**config.mk**
```make
export PLATFORM = sky130hd
export DESIGN_NAME = decouple_level_flat
export DESIGN_NICKNAME = d
export VERILOG_FILES = /design/src/rtl/decouple_pkg.sv /design/src/rtl/dti.sv /design/src/rtl/decouple_ptr.sv /design/src/rtl/decouple_level.sv /design/src/flat_wrapper.sv
export SDC_FILE = /design/constraint.sdc
export NUM_CORES = 1
export LEC_CHECK = 0
export CAP_MARGIN = 15
export CORE_ASPECT_RATIO = 0.5
export CORE_UTILIZATION = 45
export CTS_CLUSTER_SIZE = 28
export DETAILED_ROUTE_END_ITERATION = 10
export PLACE_DENSITY = 0.68
export SKIP_LAST_GASP = 1
export SYNTH_ARGS = -nofsm -noshare
export SYNTH_HDL_FRONTEND = slang
export SYNTH_SLANG_ARGS = --single-unit
```
**constraint.sdc**
```tcl
create_clock -name clk -period 5.4 [get_ports clk]
set_clock_uncertainty 0.05 [all_clocks]
set_input_delay 0.81 -clock clk [delete_from_list [all_inputs] [get_ports clk]]
set_output_delay 0.81 -clock clk [all_outputs]
set_load 0.005 [all_outputs]
```
**src/rtl/decouple_pkg.sv**
```systemverilog
// Shared helpers for the decouple_level buffer: width calculators and the
// wrap-aware pointer increment used by both FIFO pointers.
package decouple_pkg;

  // Width needed to hold an occupancy of 0..depth.
  function automatic int lvl_w(input int depth);
    return $clog2(depth + 1);
  endfunction

  // Pointer width; a single-entry buffer still gets a 1-bit pointer.
  function automatic int ptr_w(input int depth);
    return (depth > 1) ? $clog2(depth) : 1;
  endfunction

  // Increment with an explicit wrap at depth-1 so any depth works.
  function automatic int unsigned ptr_next(input int unsigned ptr, input int unsigned depth);
    return (ptr == depth - 1) ? 0 : ptr + 1;
  endfunction

endpackage

```
**src/rtl/dti.sv**
```systemverilog
// Data/valid/ready channel. The producer drives data and valid, the
// consumer drives ready; a transfer happens on a clock edge where both
// valid and ready are high.
interface dti #(
  parameter int W = 16
) ();
  logic [W-1:0] data;
  logic         valid;
  logic         ready;

  modport producer (output data, output valid, input ready);
  modport consumer (input data, input valid, output ready);
endinterface

```
**src/rtl/decouple_ptr.sv**
```systemverilog
// Wrapping FIFO pointer: advances on inc, returns to zero on clr (clr wins),
// and comes out of reset at RST_VAL.
module decouple_ptr
  import decouple_pkg::*;
#(
  parameter int DEPTH   = 4,
  parameter int RST_VAL = 0
) (
  input  logic                      clk,
  input  logic                      rst,
  input  logic                      inc,
  input  logic                      clr,
  output logic [ptr_w(DEPTH)-1:0]   ptr
);

  localparam int PW = ptr_w(DEPTH);

  logic [PW-1:0] ptr_q;
  logic [PW-1:0] ptr_d;

  // Next pointer value: clear has priority over increment.
  always_comb begin
    ptr_d = ptr_q;
    if (clr) begin
      ptr_d = '0;
    end else if (inc) begin
      ptr_d = PW'(ptr_next(32'(ptr_q), DEPTH));
    end
  end

  // Pointer register.
  always_ff @(posedge clk or negedge rst) begin
    if (!rst) begin
      ptr_q <= PW'(RST_VAL);
    end else begin
      ptr_q <= ptr_d;
    end
  end

  assign ptr = ptr_q;

endmodule

```
**src/rtl/decouple_level.sv**
```systemverilog
// Fully registered decoupling FIFO of arbitrary depth with occupancy level,
// almost-full/almost-empty flags, synchronous flush and optional preload of
// one item out of reset. Output data/valid and input ready come only from
// registers (plus flush), so there is no combinational path across the buffer.
module decouple_level
  import decouple_pkg::*;
#(
  parameter int             DEPTH      = 4,
  parameter int             DIN        = 16,
  parameter logic [DIN-1:0] INIT       = '0,
  parameter bit             INIT_VALID = 1'b0,
  parameter int             AFULL      = DEPTH - 1,
  parameter int             AEMPTY     = 1
) (
  input  logic                     clk,
  input  logic                     rst,
  input  logic                     flush,
  dti.consumer                     din,
  dti.producer                     dout,
  output logic [lvl_w(DEPTH)-1:0]  level,
  output logic                     almost_full,
  output logic                     almost_empty
);

  localparam int LW     = lvl_w(DEPTH);
  localparam int PW     = ptr_w(DEPTH);
  // With a preloaded item the write pointer starts one slot ahead.
  localparam int WR_RST = (INIT_VALID && DEPTH > 1) ? 1 : 0;

  logic [LW-1:0]    cnt_q;
  logic [LW-1:0]    cnt_d;
  logic [PW-1:0]    rd_ptr;
  logic [PW-1:0]    wr_ptr;
  logic             full;
  logic             empty;
  logic             in_rdy;
  logic             out_vld;
  logic             push;
  logic             pop;
  logic [DEPTH-1:0] we;
  logic [DIN-1:0]   mem [DEPTH];
  logic [DIN-1:0]   rd_data;

  assign full    = (cnt_q == LW'(DEPTH));
  assign empty   = (cnt_q == '0);
  assign in_rdy  = ~full & ~flush;
  assign out_vld = ~empty & ~flush;
  assign push    = din.valid & in_rdy;
  assign pop     = out_vld & dout.ready;

  assign din.ready  = in_rdy;
  assign dout.valid = out_vld;
  assign dout.data  = rd_data;

  decouple_ptr #(
    .DEPTH   (DEPTH),
    .RST_VAL (WR_RST)
  ) u_wr_ptr (
    .clk (clk),
    .rst (rst),
    .inc (push),
    .clr (flush),
    .ptr (wr_ptr)
  );

  decouple_ptr #(
    .DEPTH   (DEPTH),
    .RST_VAL (0)
  ) u_rd_ptr (
    .clk (clk),
    .rst (rst),
    .inc (pop),
    .clr (flush),
    .ptr (rd_ptr)
  );

  // One-hot write enable for the entry addressed by the write pointer.
  always_comb begin
    we = '0;
    for (int i = 0; i < DEPTH; i++) begin
      we[i] = push && (wr_ptr == PW'(i));
    end
  end

  // Storage: only entry 0 is reset, and only when it carries the preload.
  for (genvar i = 0; i < DEPTH; i++) begin : g_ent
    logic [DIN-1:0] ent_q;
    logic [DIN-1:0] ent_d;

    // Entry holds unless it is the write target.
    always_comb begin
      ent_d = we[i] ? din.data : ent_q;
    end

    if (i == 0 && INIT_VALID) begin : g_init
      // Preloaded entry register.
      always_ff @(posedge clk or negedge rst) begin
        if (!rst) begin
          ent_q <= INIT;
        end else begin
          ent_q <= ent_d;
        end
      end
    end else begin : g_plain
      // Plain data entry register, no reset needed.
      always_ff @(posedge clk) begin
        ent_q <= ent_d;
      end
    end

    assign mem[i] = ent_q;
  end

  // Read mux on the read pointer; explicit compare keeps odd depths safe.
  always_comb begin
    rd_data = mem[0];
    for (int i = 1; i < DEPTH; i++) begin
      if (rd_ptr == PW'(i)) begin
        rd_data = mem[i];
      end
    end
  end

  // Occupancy update: flush clears, simultaneous push and pop hold.
  always_comb begin
    cnt_d = cnt_q;
    if (flush) begin
      cnt_d = '0;
    end else if (push && !pop) begin
      cnt_d = cnt_q + LW'(1);
    end else if (pop && !push) begin
      cnt_d = cnt_q - LW'(1);
    end
  end

  // Occupancy register.
  always_ff @(posedge clk or negedge rst) begin
    if (!rst) begin
      cnt_q <= LW'(INIT_VALID);
    end else begin
      cnt_q <= cnt_d;
    end
  end

  assign level        = cnt_q;
  assign almost_full  = (cnt_q >= LW'(AFULL));
  assign almost_empty = (cnt_q <= LW'(AEMPTY));

endmodule
```
**src/flat_wrapper.sv**
```systemverilog
// flat-port wrapper written by rule: the top's interface ports become plain ports
module decouple_level_flat import decouple_pkg::*;
#(
  parameter int             DEPTH      = 4,
  parameter int             DIN        = 16,
  parameter logic [DIN-1:0] INIT       = '0,
  parameter bit             INIT_VALID = 1'b0,
  parameter int             AFULL      = DEPTH - 1,
  parameter int             AEMPTY     = 1
)
  (clk, rst, flush, level, almost_full, almost_empty, din_data, din_valid, din_ready, dout_data, dout_valid, dout_ready);
  dti din_i ();
  dti dout_i ();
  input  logic clk;
  input  logic rst;
  input  logic flush;
  output logic [lvl_w(DEPTH)-1:0] level;
  output logic almost_full;
  output logic almost_empty;
  input wire logic [$bits(din_i.data)-1:0] din_data;
  input wire logic [$bits(din_i.valid)-1:0] din_valid;
  output wire logic [$bits(din_i.ready)-1:0] din_ready;
  output wire logic [$bits(dout_i.data)-1:0] dout_data;
  output wire logic [$bits(dout_i.valid)-1:0] dout_valid;
  input wire logic [$bits(dout_i.ready)-1:0] dout_ready;
  assign din_i.data = din_data;
  assign din_i.valid = din_valid;
  assign din_ready = din_i.ready;
  assign dout_data = dout_i.data;
  assign dout_valid = dout_i.valid;
  assign dout_i.ready = dout_ready;
  decouple_level #(.DEPTH(DEPTH), .DIN(DIN), .INIT(INIT), .INIT_VALID(INIT_VALID), .AFULL(AFULL), .AEMPTY(AEMPTY)) u_core (.clk(clk), .rst(rst), .flush(flush), .din(din_i), .dout(dout_i), .level(level), .almost_full(almost_full), .almost_empty(almost_empty));
endmodule
```
==> impl_metrics.env, run 1 <==
export IMPL_seq_area_frac_synth_pct=69.46
export IMPL_power_leakage_nw=1.318
export IMPL_die_h_um=59.92
export IMPL_clk_latency_ns=0.32
export IMPL_ctsResizeCount=0
export IMPL_grt_pass1_wl_um=8183
export IMPL_tightest_slew_ns=1.126
export IMPL_whs_ns=0.5346
export IMPL_grt_busiest_layer="met2"
export IMPL_netlist_instances=221
export IMPL_diodes=0
export IMPL_synth_nets=254
export IMPL_die_w_um=117.8
export IMPL_vias_per_cell=5.064
export IMPL_design_core_area_um2=6256
export IMPL_final_cell_mix="edfxtp_1 (64), clkdlybuf4s50_1 (43), nand2_1 (22), a21oi_1 (21)"
export IMPL_ant_nets=0
export IMPL_cp_required_ns=4.54
export IMPL_hold_buffers=0
export IMPL_startpoint_type="register"
export IMPL_numClockSinks=71
export IMPL_syn_area_per_cell_um2=13.66
export IMPL_multi_input_area_um2=845.8
export IMPL_first_global_vias=1757
export IMPL_slowest_stage="ha_1"
export IMPL_synth_cell_type_count=30
export IMPL_ys_seq_elements=71
export IMPL_end_kind="primary output"
export IMPL_cts_root_buf="clkbuf_16"
export IMPL_final_area_um2=3829
export IMPL_critPathMaxStageDelay_ns=0.79
export IMPL_worst_path_buf_inv=2
export IMPL_min_path_type="reg -> reg"
export IMPL_areaGrowthSynthToFinish_pct=26.81
export IMPL_grt_util_met2_pct=28.99
export IMPL_startpoint="u_core.u_rd_ptr.ptr[1]"
export IMPL_fin_crit_ns=3.656
export IMPL_routabilityCongestion=0.7764
export IMPL_hold_viol=0
export IMPL_r2r_end="u_core.g_ent[3].ent_q[7]"
export IMPL_instances_no_fill=359
export IMPL_layout_commonest_cell="edfxtp_1"
export IMPL_drtIter0Drc=70
export IMPL_rrSetupSlack_ns=3.30
export IMPL_start_util_pct=48.26
export IMPL_vias=1818
export IMPL_rr_worst_depth=4
export IMPL_port_buffers=43
export IMPL_fill_cells=493
export IMPL_io_pins=44
export IMPL_setup_tns_ns=0
export IMPL_crit_type="reg -> out"
export IMPL_fmax_mhz=273.5
export IMPL_crit_end="dout_data[9]"
export IMPL_clkTransAtPathRegs_ns=0.05
export IMPL_status="finished clean"
export IMPL_cp_max_fo=16
export IMPL_antenna_found_initial=0
export IMPL_grt_usage_pct=16.14
export IMPL_grtUsageMet3_pct=5.916
export IMPL_power_density_nw_per_um2=395.6
export IMPL_rows=20
export IMPL_dr_pass1_iters=4
export IMPL_syn_cell_area_um2=3019
export IMPL_dpl_cell_count=343
export IMPL_yosysWarnings=0
export IMPL_numCtsBuffers=9
export IMPL_cp_data_arrival_time_ns=2.80
export IMPL_drcViolationCount=0
export IMPL_htree_levels=3
export IMPL_grt_max_degree=33
export IMPL_worst_path_stages=7
export IMPL_cts_buffer_depth=2
export IMPL_die_area_um2=7061
export IMPL_timing_final_max_slew_violations=0
export IMPL_crit_path_cell_trace="inv_1 > ha_1 > mux2i_1 > nor2_1 > a21oi_1 > o21ai_0 > clkdlybuf4s50_1"
export IMPL_detailed_place_hpwl_um=3270
export IMPL_post_route_period_util_pct=67.70
export IMPL_rsz0062_at_grt="false"
export IMPL_final_setup_viol_count=0
export IMPL_post_dp_cell_area_um2=3513
export IMPL_p_total_mw=1.515
export IMPL_overflow=0
export IMPL_final_seq_area_um2=2097
export IMPL_layout_nets=299
export IMPL_crit_family="adder cells"
export IMPL_met1_usage_pct=17.60
export IMPL_post_drt_wl_per_cell_um=14.97
export IMPL_max_vdd_ir_drop_mv=0.2209
export IMPL_maxSlewHeadroom_pct=24.94
export IMPL_post_cts_setup_buffer_count=0
export IMPL_timing_rr_start="u_core.level[1]"
export IMPL_cts_tree="done"
export IMPL_max_cap_violations=0
export IMPL_drt_total_wl_um=5376
export IMPL_drive_gt1_share_pct=8.856
## logic make-up (layout without fill, tap and decap cells)
kind of cell               Yosys count  count (layout)  synth area share, %
and+or+nand+nor                     55              55                8.372
muxes                               16              16                5.304
buffers and inverters               17              67                2.528
AOI/OAI and AO/OA                   48              48                8.786
xor gates and xnor gates             2               2               0.5803
adders and majority gates           12              12                4.973
DFF                                 71              71                69.46
## worst register-to-register path, stage by stage (launching register included)
cell     delay [ns]
dfrtp_1        0.42
inv_1          0.16
ha_1           0.29
a21oi_2        0.29
and3_2         0.54
## worst min-delay path by stage
stage,start,end,slack (ns),cells past startpoint
global route,u_core.u_rd_ptr.ptr[1],u_core.u_rd_ptr.ptr[1],0.57,2
finish,u_core.u_rd_ptr.ptr[1],u_core.u_rd_ptr.ptr[1],0.53,2
global placement,u_core.u_rd_ptr.ptr[1],u_core.u_rd_ptr.ptr[1],0.49,2
detailed placement,u_core.u_rd_ptr.ptr[1],u_core.u_rd_ptr.ptr[1],0.52,2
CTS,u_core.u_rd_ptr.ptr[1],u_core.u_rd_ptr.ptr[1],0.53,2
floorplan,rst,u_core.level[0],0.46,0
## per-layer routing
metal / part of all wire, % / wire length [um]
met1: 46 / 2447
met4: 1.5 / 83
met5: 0 / 0
met2: 49 / 2635
met3: 3.9 / 209
## metrics by stage
| step | util (%) | worst slack (ns) |
|---|---|---|
| floorplan | - | 3.140 |
| global placement | 56.16 | 2.116 |
| detailed placement | 56.16 | 2.030 |
| CTS | 61.20 | 1.706 |
| global route | 61.20 | 1.556 |
| finish | 61.20 | 1.744 |
## registers in the layout, indices dropped and copies added (netlist names)
| signal | count |
|---|---|
| u_core.g_ent.ent_q | 64 |
| u_core.level | 3 |
| u_core.u_rd_ptr.ptr | 2 |
| u_core.u_wr_ptr.ptr | 2 |
## cells in the mapped netlist, drive strengths merged
| cell type | count | area share (%) |
|---|---|---|
| nand2 | 23 | 2.9 |
| or3b | 1 | 0.29 |
| nand2b | 1 | 0.29 |
| o22ai | 2 | 0.41 |
| edfxtp | 64 | 64 |
| nor2 | 19 | 2.4 |
| nor3 | 1 | 0.17 |
| a21oi | 22 | 3.8 |
| and2 | 1 | 0.29 |
| clkbuf | 6 | 0.75 |
| o21ai | 20 | 3.3 |
| xnor2 | 2 | 0.58 |
| ha | 12 | 5.0 |
| a211oi | 1 | 0.25 |
| o31ai | 1 | 0.25 |
| dfrtp | 7 | 5.8 |
| o2111ai | 1 | 0.50 |
| a2111oi | 1 | 0.29 |
| and3 | 4 | 0.99 |
| and2b | 1 | 0.29 |
| or3 | 2 | 0.41 |
| nand3 | 2 | 0.33 |
| mux2i | 16 | 5.3 |
| buf | 3 | 0.79 |
| inv | 8 | 0.99 |
## power breakdown
group          internal (mW)  switching (mW)
logic                  0.135           0.120
clock network          0.404           0.213
registers              0.629          0.0143
total                   1.17           0.347
## area by class of cell
cell class / instances / share of cell area (%)
multi-input combinational: 133 / 22.09
timing repair buffer: 43 / 11.24
clock buffer: 11 / 6.078
sequential: 71 / 54.77
inverter: 8 / 0.7843
clock inverter: 5 / 2.157
tap: 88 / 2.876
No activity file was read; power rests on OpenSTA's default activity.
==> run 2: changes to the inputs <==
Settings changed: PLACE_DENSITY 0.68 to 0.71.
Clock period 5.4 ns to 3.2 ns, I/O delays scaled along.
==> run 2 against run 1 <==
  * Sequential power up 68%
  * Final cell count up 0.84%
  * Via count up 0.72%
  * Power up 62%
  * Final area about the same
  * Clock-buffer cell count down 1
  * Non-clock buffer count up 3
  * Critical path type unchanged
  * Critical endpoint is now dout_data[4]
  * Largest power group unchanged
==> impl_metrics.env, run 2 (synthesis gave the netlist of run 1 again) <==
export IMPL_detailed_place_hpwl_um=3199
export IMPL_regMostFlops="u_core.g_ent.ent_q"
export IMPL_areaGrowthSynthToFinish_pct=26.69
export IMPL_io_pins=44
export IMPL_grt_usage_pct=15.68
export IMPL_r2r_end="u_core.g_ent[2].ent_q[12]"
export IMPL_clkTransAtPathRegs_ns=0.05
export IMPL_routabilityCongestion=0.8744
export IMPL_final_cell_mix="edfxtp_1 (64), clkdlybuf4s50_1 (43), nand2_1 (22), a21oi_1 (21)"
export IMPL_instances_no_fill=362
export IMPL_fmax_mhz=364.5
export IMPL_drcViolationCount=0
export IMPL_die_w_um=117.8
export IMPL_drt_total_wl_um=5132
export IMPL_post_route_period_util_pct=85.74
export IMPL_dr_pass1_iters=4
export IMPL_timing_final_max_slew_violations=0
export IMPL_cp_data_arrival_time_ns=2.21
export IMPL_whs_ns=0.3849
export IMPL_largest_reg_flops=64
export IMPL_cts_buffer_depth=2
export IMPL_die_h_um=59.92
export IMPL_startpoint_type="register"
export IMPL_power_density_nw_per_um2=643.1
export IMPL_design_core_area_um2=6256
export IMPL_min_path_type="in -> async"
export IMPL_layout_nets=302
export IMPL_drive_gt1_share_pct=9.854
export IMPL_cp_max_fo=16
export IMPL_drtIter0Drc=121
export IMPL_clk_latency_ns=0.32
export IMPL_end_kind="primary output"
export IMPL_overflow=0
export IMPL_layout_commonest_cell="edfxtp_1"
export IMPL_rrSetupSlack_ns=1.09
export IMPL_timing_final_ws_setup_ns=0.4562
export IMPL_crit_end="dout_data[4]"
export IMPL_first_global_vias=1732
export IMPL_post_place_ws_ns=0.7703
export IMPL_power_leakage_nw=1.332
export IMPL_diodes=0
export IMPL_dpl_cell_count=346
export IMPL_hold_viol=0
export IMPL_cts_tree="done"
export IMPL_maxSlewHeadroom_pct=69.66
export IMPL_numCtsBuffers=9
export IMPL_rr_worst_depth=4
export IMPL_die_area_um2=7061
export IMPL_post_drt_wl_per_cell_um=14.18
export IMPL_fin_crit_ns=2.744
export IMPL_startpoint="u_core.u_rd_ptr.ptr[1]"
export IMPL_antenna_found_initial=0
export IMPL_hold_buffers=0
export IMPL_vias=1831
export IMPL_crit_type="reg -> out"
export IMPL_fill_cells=504
export IMPL_post_cts_setup_buffer_count=0
export IMPL_tightest_slew_ns=0.4552
export IMPL_ant_nets=0
export IMPL_status="finished clean"
export IMPL_timing_rr_start="u_core.level[0]"
export IMPL_setup_tns_ns=0
export IMPL_htree_levels=3
export IMPL_p_total_mw=2.460
export IMPL_cts_root_buf="clkbuf_16"
export IMPL_cp_required_ns=2.67
export IMPL_multi_input_area_um2=845.8
export IMPL_max_vdd_ir_drop_mv=0.2860
export IMPL_ctsResizeCount=0
export IMPL_vias_per_cell=5.058
export IMPL_rows=20
export IMPL_start_util_pct=48.26
export IMPL_max_cap_violations=0
export IMPL_grt_max_degree=33
export IMPL_numClockSinks=71
export IMPL_port_buffers=43
export IMPL_final_setup_viol_count=0
export IMPL_rsz0062_at_grt="false"
export IMPL_final_seq_area_um2=2097
export IMPL_grt_pass1_wl_um=8093
## run 2: changes by cell type in the layout (fill, tap and decap cells not counted)
cell and delta:
clkinvlp_4 -2, clkinv_2 +2, inv_6 +1, clkbuf_1 -1, buf_4 +3, clkinv_1 +1
bufinv_16 -1
## run 2: final cells by class
cell class	instances	share of cell area (%)
Clock inverter	6	1.570
Timing Repair Buffer	46	11.84
Tap cell	88	2.879
Multi-Input combinational cell	133	22.11
Inverter	8	0.7851
Clock buffer	10	5.986
Sequential cell	71	54.82
## run 2: how the worst min path moves through the flow
stage | start | endpoint
2_1_floorplan | rst | u_core.level[0]
6_report | rst | u_core.level[0]
3_5_place_dp | u_core.u_rd_ptr.ptr[1] | u_core.u_rd_ptr.ptr[1]
4_1_cts | rst | u_core.level[0]
5_1_grt | rst | u_core.u_rd_ptr.ptr[1]
3_3_place_gp | u_core.u_rd_ptr.ptr[1] | u_core.u_rd_ptr.ptr[1]
## run 2: critical path: stages, from the launching register on
cell and delay (ns):
dfrtp_1 0.41, inv_1 0.07, ha_1 0.13, buf_4 0.28, mux2i_1 0.13, nor2_1 0.11
a21oi_1 0.05, o21ai_0 0.18, clkdlybuf4s50_1 0.53
## run 2: per-layer routing
layer  global-route usage (%)  wire, um
met1                    17.18      2274
met2                    28.15      2566
met3                    6.107       246
met4                    6.593        44
met5                        0         0
## run 2: where the power goes
part           switching [mW]  leakage [nW]  internal [mW]  total [mW]
registers              0.0241         0.675           1.06        1.08
clock network           0.345         0.140          0.600       0.944
logic                   0.202         0.517          0.228       0.430
total                   0.571          1.33           1.89        2.46
## run 2: stage by stage
| stage | utilization, % | cell area [um2] |
|---|---|---|
| 2_1_floorplan | - | 3019 |
| 6_report | 61.14 | 3825 |
| 3_3_place_gp | 56.52 | 3536 |
| 5_1_grt | 61.14 | 3825 |
| 3_5_place_dp | 56.52 | 3536 |
| 4_1_cts | 61.14 | 3825 |
